<file path="src/rtl/udma_adc_rx_pkg.sv">
// Shared constants and helpers for the ADC RX channel buffer.
package udma_adc_rx_pkg;

    localparam int DROP_CNT_WIDTH = 8;

    // One extra MSB distinguishes full from empty when the index bits match.
    function automatic int ptr_width(input int depth);
        return $clog2(depth) + 1;
    endfunction

endpackage

</file>
<file path="src/rtl/udma_adc_rx_ch_fifo.sv">
// One channel: first-word-fall-through FIFO with sticky overflow flag and
// saturating dropped-sample counter.
module udma_adc_rx_ch_fifo
    import udma_adc_rx_pkg::*;
#(
    parameter int FIFO_DEPTH = 4
) (
    input  logic                      clk,
    input  logic                      srst,
    input  logic                      push,
    input  logic [31:0]               push_data,
    input  logic                      ready,
    input  logic                      clr,
    output logic [31:0]               data,
    output logic                      valid,
    output logic                      ovf,
    output logic [DROP_CNT_WIDTH-1:0] drop_cnt
);

    localparam int PW = ptr_width(FIFO_DEPTH);
    localparam int AW = PW - 1;
    localparam logic [PW-1:0] PTR_ONE = {{(PW-1){1'b0}}, 1'b1};
    localparam logic [DROP_CNT_WIDTH-1:0] CNT_ONE = {{(DROP_CNT_WIDTH-1){1'b0}}, 1'b1};

    logic [31:0]               mem [FIFO_DEPTH];
    logic [PW-1:0]             wr_ptr_reg, rd_ptr_reg;
    logic                      ovf_reg;
    logic [DROP_CNT_WIDTH-1:0] drop_cnt_reg;

    logic empty, full, do_pop, do_push, do_drop;

    assign empty   = (wr_ptr_reg == rd_ptr_reg);
    assign full    = (wr_ptr_reg[PW-1] != rd_ptr_reg[PW-1]) &&
                     (wr_ptr_reg[AW-1:0] == rd_ptr_reg[AW-1:0]);
    // A clear on this channel overrides any push or pop in the same cycle.
    assign do_pop  = ~empty & ready & ~clr;
    assign do_push = push & ~clr & (~full | do_pop);
    assign do_drop = push & ~clr & full & ~do_pop;

    always_ff @(posedge clk) begin
        if (srst) begin
            wr_ptr_reg   <= '0;
            rd_ptr_reg   <= '0;
            ovf_reg      <= 1'b0;
            drop_cnt_reg <= '0;
        end else if (clr) begin
            wr_ptr_reg   <= '0;
            rd_ptr_reg   <= '0;
            ovf_reg      <= 1'b0;
            drop_cnt_reg <= '0;
        end else begin
            if (do_push)
                wr_ptr_reg <= wr_ptr_reg + PTR_ONE;
            if (do_pop)
                rd_ptr_reg <= rd_ptr_reg + PTR_ONE;
            if (do_drop) begin
                ovf_reg <= 1'b1;
                if (drop_cnt_reg != '1)
                    drop_cnt_reg <= drop_cnt_reg + CNT_ONE;
            end
        end
    end

    always_ff @(posedge clk) begin
        if (do_push)
            mem[wr_ptr_reg[AW-1:0]] <= push_data;
    end

    assign data     = mem[rd_ptr_reg[AW-1:0]];
    assign valid    = ~empty;
    assign ovf      = ovf_reg;
    assign drop_cnt = drop_cnt_reg;

endmodule

</file>
<file path="src/rtl/udma_adc_rx_chbuf.sv">
// ADC sample receiver: synchronises the async strobe, routes each sample by
// its channel-ID field and buffers it in a per-channel uDMA RX FIFO.
module udma_adc_rx_chbuf
    import udma_adc_rx_pkg::*;
#(
    parameter int ADC_DATA_WIDTH = 32,
    parameter int ADC_NUM_CHS    = 8,
    parameter int CH_ID_LSB      = 28,
    parameter int CH_ID_WIDTH    = 4,
    parameter int FIFO_DEPTH     = 4
) (
    input  logic                                  sys_clk_i,
    input  logic                                  rst_i,
    input  logic                                  adc_rx_valid_async_i,
    input  logic [ADC_DATA_WIDTH-1:0]             adc_rx_data_i,
    input  logic                                  cfg_single_ch_mode_i,
    input  logic                                  cfg_strip_id_i,
    input  logic [ADC_NUM_CHS-1:0]                cfg_ch_en_i,
    input  logic [ADC_NUM_CHS-1:0]                cfg_ch_clr_i,
    output logic [ADC_NUM_CHS*32-1:0]             data_rx_o,
    output logic [ADC_NUM_CHS-1:0]                data_rx_valid_o,
    input  logic [ADC_NUM_CHS-1:0]                data_rx_ready_i,
    output logic [ADC_NUM_CHS-1:0]                ovf_o,
    output logic [ADC_NUM_CHS*DROP_CNT_WIDTH-1:0] drop_cnt_o,
    output logic                                  bad_id_o
);

    localparam logic [31:0] ID_MASK = ((32'd1 << CH_ID_WIDTH) - 32'd1) << CH_ID_LSB;

    logic [2:0]  sync_reg;
    logic [2:0]  prime_reg;
    logic        bad_id_reg;
    logic        rx_edge, multi_ch, bad_id;
    logic [31:0] id_ext, target_ch, store_word;

    // prime_reg marks sync stages that hold a real post-reset sample, so a
    // strobe already high at reset release never produces an edge.
    always_ff @(posedge sys_clk_i) begin
        if (rst_i) begin
            sync_reg   <= '0;
            prime_reg  <= '0;
            bad_id_reg <= 1'b0;
        end else begin
            sync_reg  <= {sync_reg[1:0], adc_rx_valid_async_i};
            prime_reg <= {prime_reg[1:0], 1'b1};
            if (bad_id)
                bad_id_reg <= 1'b1;
        end
    end

    assign rx_edge    = sync_reg[1] & ~sync_reg[2] & prime_reg[2];
    assign multi_ch   = (ADC_NUM_CHS > 1) && !cfg_single_ch_mode_i;
    assign id_ext     = 32'(adc_rx_data_i[CH_ID_LSB +: CH_ID_WIDTH]);
    assign target_ch  = multi_ch ? id_ext : 32'd0;
    assign bad_id     = rx_edge & multi_ch & (id_ext >= 32'(ADC_NUM_CHS));
    assign store_word = 32'(adc_rx_data_i) & ~(cfg_strip_id_i ? ID_MASK : 32'd0);
    assign bad_id_o   = bad_id_reg;

    generate
        for (genvar gi = 0; gi < ADC_NUM_CHS; gi++) begin : g_ch
            logic push;
            assign push = rx_edge & ~bad_id & cfg_ch_en_i[gi] & (target_ch == 32'(gi));

            udma_adc_rx_ch_fifo #(
                .FIFO_DEPTH (FIFO_DEPTH)
            ) u_fifo (
                .clk       (sys_clk_i),
                .srst      (rst_i),
                .push      (push),
                .push_data (store_word),
                .ready     (data_rx_ready_i[gi]),
                .clr       (cfg_ch_clr_i[gi]),
                .data      (data_rx_o[gi*32 +: 32]),
                .valid     (data_rx_valid_o[gi]),
                .ovf       (ovf_o[gi]),
                .drop_cnt  (drop_cnt_o[gi*DROP_CNT_WIDTH +: DROP_CNT_WIDTH])
            );
        end
    endgenerate

endmodule

</file>
<file path="config.mk">
export PLATFORM = sky130hd
export DESIGN_NAME = udma_adc_rx_chbuf
export DESIGN_NICKNAME = d
export VERILOG_FILES = /design/src/rtl/udma_adc_rx_pkg.sv /design/src/rtl/udma_adc_rx_ch_fifo.sv /design/src/rtl/udma_adc_rx_chbuf.sv
export SDC_FILE = /design/constraint.sdc
export NUM_CORES = 1
export LEC_CHECK = 0
export CAP_MARGIN = 10
export CORE_MARGIN = 10
export CORE_UTILIZATION = 35
export CTS_BUF_LIST = sky130_fd_sc_hd__clkbuf_4 sky130_fd_sc_hd__clkbuf_8 sky130_fd_sc_hd__clkbuf_16
export DETAILED_ROUTE_END_ITERATION = 8
export HOLD_SLACK_MARGIN = 0.15
export PLACE_DENSITY = 0.55
export SETUP_SLACK_MARGIN = 0.5
export SYNTH_ARGS = -nofsm -noshare
export SYNTH_HDL_FRONTEND = slang
export SYNTH_SLANG_ARGS = --single-unit
</file>
<file path="constraint.sdc">
create_clock -name sys_clk_i -period 3.37 [get_ports sys_clk_i]
set_input_delay 0.674 -clock sys_clk_i [delete_from_list [all_inputs] [get_ports sys_clk_i]]
set_output_delay 0.674 -clock sys_clk_i [all_outputs]
set_load 0.005 [all_outputs]
</file>
==> results.yml, run 1 <==
clock_tree:
  clock_sinks: 1167
  cts.htree.levels: 3
  worst_setup_hold_path_clk_slew_ps: 60
  clock_insertion_delay_worst_skew_ps: 710
  cts-buffers-inserted: 117
  cts_buffer_depth: 3
  post_cts_hold_buffer_count: 0
  clk_root_buffer_cell: "sky130_fd_sc_hd__clkbuf_16"
  tritoncts: "built"
synthesis:
  synth_xor_xnor_area_share: 0.0173
  ys_types: 47
  synth_largest_type_area_fraction: 0.699
  synth-compound-area-share: 0.00822
  synth_top_cells_by_count: "sky130_fd_sc_hd__edfxtp_1 (1024), sky130_fd_sc_hd__mux4_2 (256), sky130_fd_sc_hd__dfxtp_1 (143), sky130_fd_sc_hd__nor2_1 (142), sky130_fd_sc_hd__xnor2_1 (63)"
  synth_top_area_cell: "sky130_fd_sc_hd__edfxtp_1"
  synthArstFlopShare: 0
  mappedNetlistNets: 2286
  yosys_warnings: 0
  ys_seq_area_frac: 0.764
  synth.most_common_cell: "sky130_fd_sc_hd__edfxtp_1"
  post_synth.cell_area_avg_um2: 20.2
  synthMuxAreaShare: 0.134
  synthesized_instance_count: 2177
  synthesis.area_um2: 44000
  combinational_family_with_the_most_area_after_synthesis: "multiplexers"
  synthSimpleGateAreaFrac: 0.0495
  synth-adder-area-share: 0.0137
  synth_edf_count: 1024
  synth_register_bits: 1167
  yosys-top-cells-area: "sky130_fd_sc_hd__edfxtp_1 (70%), sky130_fd_sc_hd__mux4_2 (13%), sky130_fd_sc_hd__dfxtp_1 (6.5%), sky130_fd_sc_hd__ha_1 (1.4%), sky130_fd_sc_hd__xnor2_1 (1.3%)"
  yosys_most_used_dff: "sky130_fd_sc_hd__edfxtp_1"
timing:
  timing.slew.headroom: 0.298
  maxSlewViolCount: 0
  timing.setup.tns_ps: 0
  hold_viol_final: 0
  fmaxAchievable_mhz: 341
  rsz0062_at_grt: "true"
  final.min_clock_period_ps: 2930
  hold_slack_ps: 447
  measured_slew_at_the_worst_slew_check_pin_ps: 1050
  ratio_of_final_minimum_period_to_clock_period: 0.871
  clock-skew-final_ps: 35.1
  total_setup_violations_reported_at_the_end_of_the_flow: 0
pwr:
  power.combinational.fraction: 0.016
  total_power_mw: 29.3
  p_int_mw: 23.4
  share_clk_of_total_power: 0.448
  switching_power_mw: 5.87
  share_seq_of_total_power: 0.536
  power.switching_fraction: 0.201
  power_density_over_cell_area_nw_per_um2: 518
  ir_drop_v: 0.000488
  leakage_nw: 18.5
setup_path:
  path_buf_inv: 2
  critical_path.cell_chain: "buf_16 -> mux4_2 -> clkdlybuf4s50_1"
  critPathMaxStageDelay_ps: 490
  worstSetupPathType: "flop to primary output"
  cpMaxStageDelayCell: "sky130_fd_sc_hd__mux4_2"
  cp_top_family: "buffers and inverters"
  cp.required_ps: 2700
  reg2reg_slack_ps: 1150
  timing.critical_path.arrival_ps: 2260
  cp-end-kind: "primary output"
  cp-start-kind: "flop"
  cp_max_fo: 8
place:
  place.port_buffers: 397
  dpl-instance-area_um2: 50800
  detailed_place_hpwl_um: 77000
  routability_cong: 0.824
drt:
  avgRoutedWirePerCell_um: 27.2
  via_count: 23100
  first_pass_iters: 5
  wl_um: 125000
  drc_errors: 0
  number_of_drc_violations_after_detailed_routing_iteration_0: 1959
  ant_nets: 0
  drt-vias-per-instance: 5.05
layout:
  layout-drive-gt1-share: 0.317
  nNetsFinal: 2948
  final_area_um2: 56400
  area.growth.synth_to_final_pct: 28.4
  fillCellCount: 10600
  number_of_flip_flops_in_the_largest_register: 1024
job:
  maxCapViolCount: 0
global_routing:
  initial_antenna_violation_count: 10
  grt_first_pass_wirelength_um: 178000
  grt_max_degree: 33
  vias_in_the_first_global_route: 24000
  grt_overflow: 0
  gr-usage-all-layers: 0.174
floorplan:
  floorplan.die.width_um: 374
  num_io_pins: 398
  die_area_um2: 140000
  core_um2: 124000
  initial_core_util: 0.354
  num_rows: 129
  die_height_um: 374
run_status:
  run_status: "complete, no violations"
hold_path:
  worstHoldPathType: "flop to flop"
## path summary, 6_finish.rpt
kind | from | endpoint | depth (start not counted)
setup / recovery | flop | data_rx_o[46] | 3
hold / removal | prime_reg[0] | prime_reg[1] | 1
setup reg to reg | sync_reg[2] | g_ch[0].u_fifo.mem[2][30] | 5
hold reg to reg | prime_reg[0] | prime_reg[1] | 1
## power groups by stage
stage	Clock (mW)	Sequential, mW	Combinational, mW
after CTS	13.4	15.7	0.486
after floorplan	0	16.0	0.0622
after global placement	0	16.0	0.467
after global routing	14.0	15.7	0.502
final	13.1	15.7	0.463
after detailed placement	0	16.0	0.487
## per-stage QoR
stage / setup slack [ps] / utilization / cells
3_5_place_dp: -30.8 / 0.409 / 4220
4_1_cts: 281 / 0.447 / 4534
6_report: 436 / 0.454 / 4579
2_1_floorplan: 502 / - / 2177
5_1_grt: 319 / 0.454 / 4574
3_3_place_gp: 39.1 / 0.409 / 4220
## cells in the final DEF (no fill, tap or decap), drive strengths merged, types with 8 or more instances in the layout
cell type and instances:
nand4 21, buf 383, or2 8, nand3 58, nor4b 19, nor2b 26
mux4 256, dlymetal6s2s 15, clkbuf 185, xor2 24, nand3b 8, and2 34
nor3 12, xnor2 63, clkinvlp 8, nor2 142, bufinv 9, mux2i 12
edfxtp 1024, inv 33, o21ai 21, nand2 57, nor4 17, ha 48
clkinv 40, dlygate4sd2 60, dfxtp 143, clkdlybuf4s15 40, clkdlybuf4s50 114, a21oi 15
o2111ai 8
## cell families after synthesis
logic type | count (synthesis)
flip-flops | 1167
AND/OR/NAND/NOR | 422
multiplexers | 268
buffers and inverters | 127
XOR/XNOR | 87
AO/OA/AOI/OAI | 58
adder cells (fa/ha/maj) | 48
## what timing repair did
item / CTS / global route
pin swaps: 1 / 1
gates cloned: 16 / 3
gates resized for setup: 708 / 206
endpoints found under the setup margin: 258 / 146
buffers inserted: 81 / 37
## metal layers
metal	track usage	up-vias	wire, um	part of all wire
met5	0	-	13	0.00010
met4	0.0448	2	2460	0.020
met3	0.0382	131	7970	0.064
met2	0.289	702	61400	0.49
met1	0.231	12200	52900	0.42
li1	-	10100	-	-
## final cells by class
cell class / count / area (um2) / share of cell area
diodes: 5 / 12.5 / 0.000222
clock buffers: 156 / 3330 / 0.0590
clock inverters: 61 / 578 / 0.0102
inverters: 29 / 109 / 0.00193
multi-input cells: 883 / 9850 / 0.175
flip-flops and latches: 1167 / 33700 / 0.596
well taps: 1637 / 2050 / 0.0363
repair buffers: 641 / 6860 / 0.121
No activity file was read; power rests on OpenSTA's default activity.
==> run 2: changes to the inputs <==
Settings changed: CORE_UTILIZATION 35 to 40, PLACE_DENSITY 0.55 to 0.61.
==> run 2 against run 1 <==
Against the previous run: die area fell by 12%; routed wire length fell by 8.1%; worst setup slack improved by 1.4 ps; clock power fell by 3%; sequential share of layout area rose by 0.62 points; via count fell by 0.30%; sequential power barely moved; register-to-register slack improved by 90 ps; first-iteration DRC count fell by 6.1%; critical path type unchanged; largest cell class unchanged.
==> results.yml, run 2 (synthesis gave the netlist of run 1 again) <==
run_status:
  run_status: "complete, no violations"
layout:
  area_of_all_sequential_standard_cells_um2: 33700
  finalCoreUtilization: 0.512
  leading_cell_type_in_the_layout_fill_and_taps_excluded: "sky130_fd_sc_hd__edfxtp_1"
  multi_input_area_um2: 9820
  finalNonFillerCells: 4360
  number_of_flip_flops_in_the_largest_register: 1024
  final_area_um2: 55900
  layout.cells.most_common_list: "sky130_fd_sc_hd__edfxtp_1 (1024), sky130_fd_sc_hd__mux4_2 (256), sky130_fd_sc_hd__nor2_1 (142)"
  layout-drive-gt1-share: 0.321
  fillCellCount: 8758
  area.growth.synth_to_final_pct: 27.0
  nNetsFinal: 2955
timing:
  hold_slack_ps: 441
  rsz0062_at_grt: "true"
  total_setup_violations_reported_at_the_end_of_the_flow: 0
  hold_viol_final: 0
  final.min_clock_period_ps: 2930
  maxSlewViolCount: 0
  ratio_of_final_minimum_period_to_clock_period: 0.870
  setup_slack_ps: 437
  timing.slew.headroom: 0.589
  fmaxAchievable_mhz: 341
  clock-skew-final_ps: 25.6
  timing.setup.tns_ps: 0
  measured_slew_at_the_worst_slew_check_pin_ps: 616
clock_tree:
  cts-buffers-inserted: 115
  clk_root_buffer_cell: "sky130_fd_sc_hd__clkbuf_16"
  tritoncts: "built"
  worst_setup_hold_path_clk_slew_ps: 60
  clock_sinks: 1167
  cts_buffer_depth: 3
  clock_insertion_delay_worst_skew_ps: 690
  post_cts_hold_buffer_count: 0
  cts.htree.levels: 3
drt:
  drt-vias-per-instance: 5.29
  wl_um: 115000
  via_count: 23100
  drc_errors: 0
  avgRoutedWirePerCell_um: 26.3
  ant_nets: 0
  first_pass_iters: 5
  number_of_drc_violations_after_detailed_routing_iteration_0: 1839
pwr:
  total_power_mw: 28.8
  share_clk_of_total_power: 0.441
  share_seq_of_total_power: 0.544
  switching_power_mw: 5.67
  power_density_over_cell_area_nw_per_um2: 516
  power.switching_fraction: 0.197
  leakage_nw: 18.5
  p_int_mw: 23.2
  power.combinational.fraction: 0.015
  ir_drop_v: 0.000421
job:
  maxCapViolCount: 0
setup_path:
  cp_max_fo: 6
  cp.required_ps: 2700
  reg2reg_slack_ps: 1240
  rr_endpoint: "g_ch[1].u_fifo.mem[2][16]"
  cp-start-kind: "flop"
  worst-r2r-cell-count: 5
  timing.critical_path.to: "data_rx_o[97]"
  cp-end-kind: "primary output"
  regToRegStartpoint: "g_ch[1].u_fifo.wr_ptr_reg[0]"
  worstSetupPathType: "flop to primary output"
  timing.critical_path.arrival_ps: 2260
place:
  routability_cong: 0.826
  detailed_place_hpwl_um: 71100
  dpl-instance-area_um2: 50600
  pre_cts_ws_ps: 190
  place.port_buffers: 397
  placed_cells_incl_taps: 3998
global_routing:
  grt_overflow: 0
  gr-usage-all-layers: 0.182
  vias_in_the_first_global_route: 23600
  grt_max_degree: 34
  grt_first_pass_wirelength_um: 164000
  initial_antenna_violation_count: 2
hold_path:
  worstHoldStart: "prime_reg[1]"
  worstHoldPathType: "flop to flop"
floorplan:
  initial_core_util: 0.403
  floorplan.die.width_um: 352
  die_area_um2: 124000
  num_io_pins: 398
  num_rows: 121
  core_um2: 109000
  die_height_um: 352
==> run 2: cell types whose count changed in the layout (fill, tap and decap cells not counted), sizes merged, moves of 6 or more <==
cell,before,now
clkbuf,185,231
dlygate4sd2,60,39
clkdlybuf4s50,114,138
clkdlybuf4s15,40,19
buf,383,366
inv,33,39
==> run 2: worst min path at each step <==
stage	endpoint	slack [ps]	cells after the start
global placement	sync_reg[1]	430	1
global route	prime_reg[2]	470	1
floorplan	prime_reg[1]	410	1
finish	prime_reg[2]	440	1
detailed placement	prime_reg[1]	440	1
CTS	sync_reg[1]	440	1
==> run 2: worst max-delay path, cell delays in order (launching register included) <==
cell,delay [ps]
sky130_fd_sc_hd__dfxtp_4,380
sky130_fd_sc_hd__buf_6,110
sky130_fd_sc_hd__buf_12,100
sky130_fd_sc_hd__buf_16,130
sky130_fd_sc_hd__buf_6,100
sky130_fd_sc_hd__mux4_2,570
sky130_fd_sc_hd__buf_6,160
==> run 2: what timing repair did <==
item,4_1_cts,5_1_grt
cloned,17,0
resized for setup,696,272
setup buffers,90,38
setup endpoints to repair,258,181
==> run 2: power by group through the flow <==
| stage | combinational [mW] | sequential, mW | clock (mW) |
|---|---|---|---|
| detailed placement | 0.444 | 16.0 | 0 |
| global placement | 0.421 | 16.0 | 0 |
| CTS | 0.444 | 15.7 | 13.0 |
| global route | 0.467 | 15.7 | 13.6 |
| floorplan | 0.0622 | 16.0 | 0 |
| finish | 0.435 | 15.7 | 12.7 |
==> run 2: final cells by class <==
type / instances / area share
flip-flops and latches: 1167 / 0.602
multi-input cells: 883 / 0.176
repair buffers: 650 / 0.120
clock buffers: 156 / 0.0581
well taps: 1414 / 0.0317
clock inverters: 59 / 0.00961
inverters: 29 / 0.00195
diodes: 2 / 0.0000896
==> run 2: metal layers <==
layer  global-route usage  vias to the layer above  wire length [um]
met5                    0                        -                 9
li1                     -                    10100                 -
met4               0.0492                        2              2510
met2                0.291                      776             54500
met3               0.0451                      139              8420
met1                0.248                    12100             49200
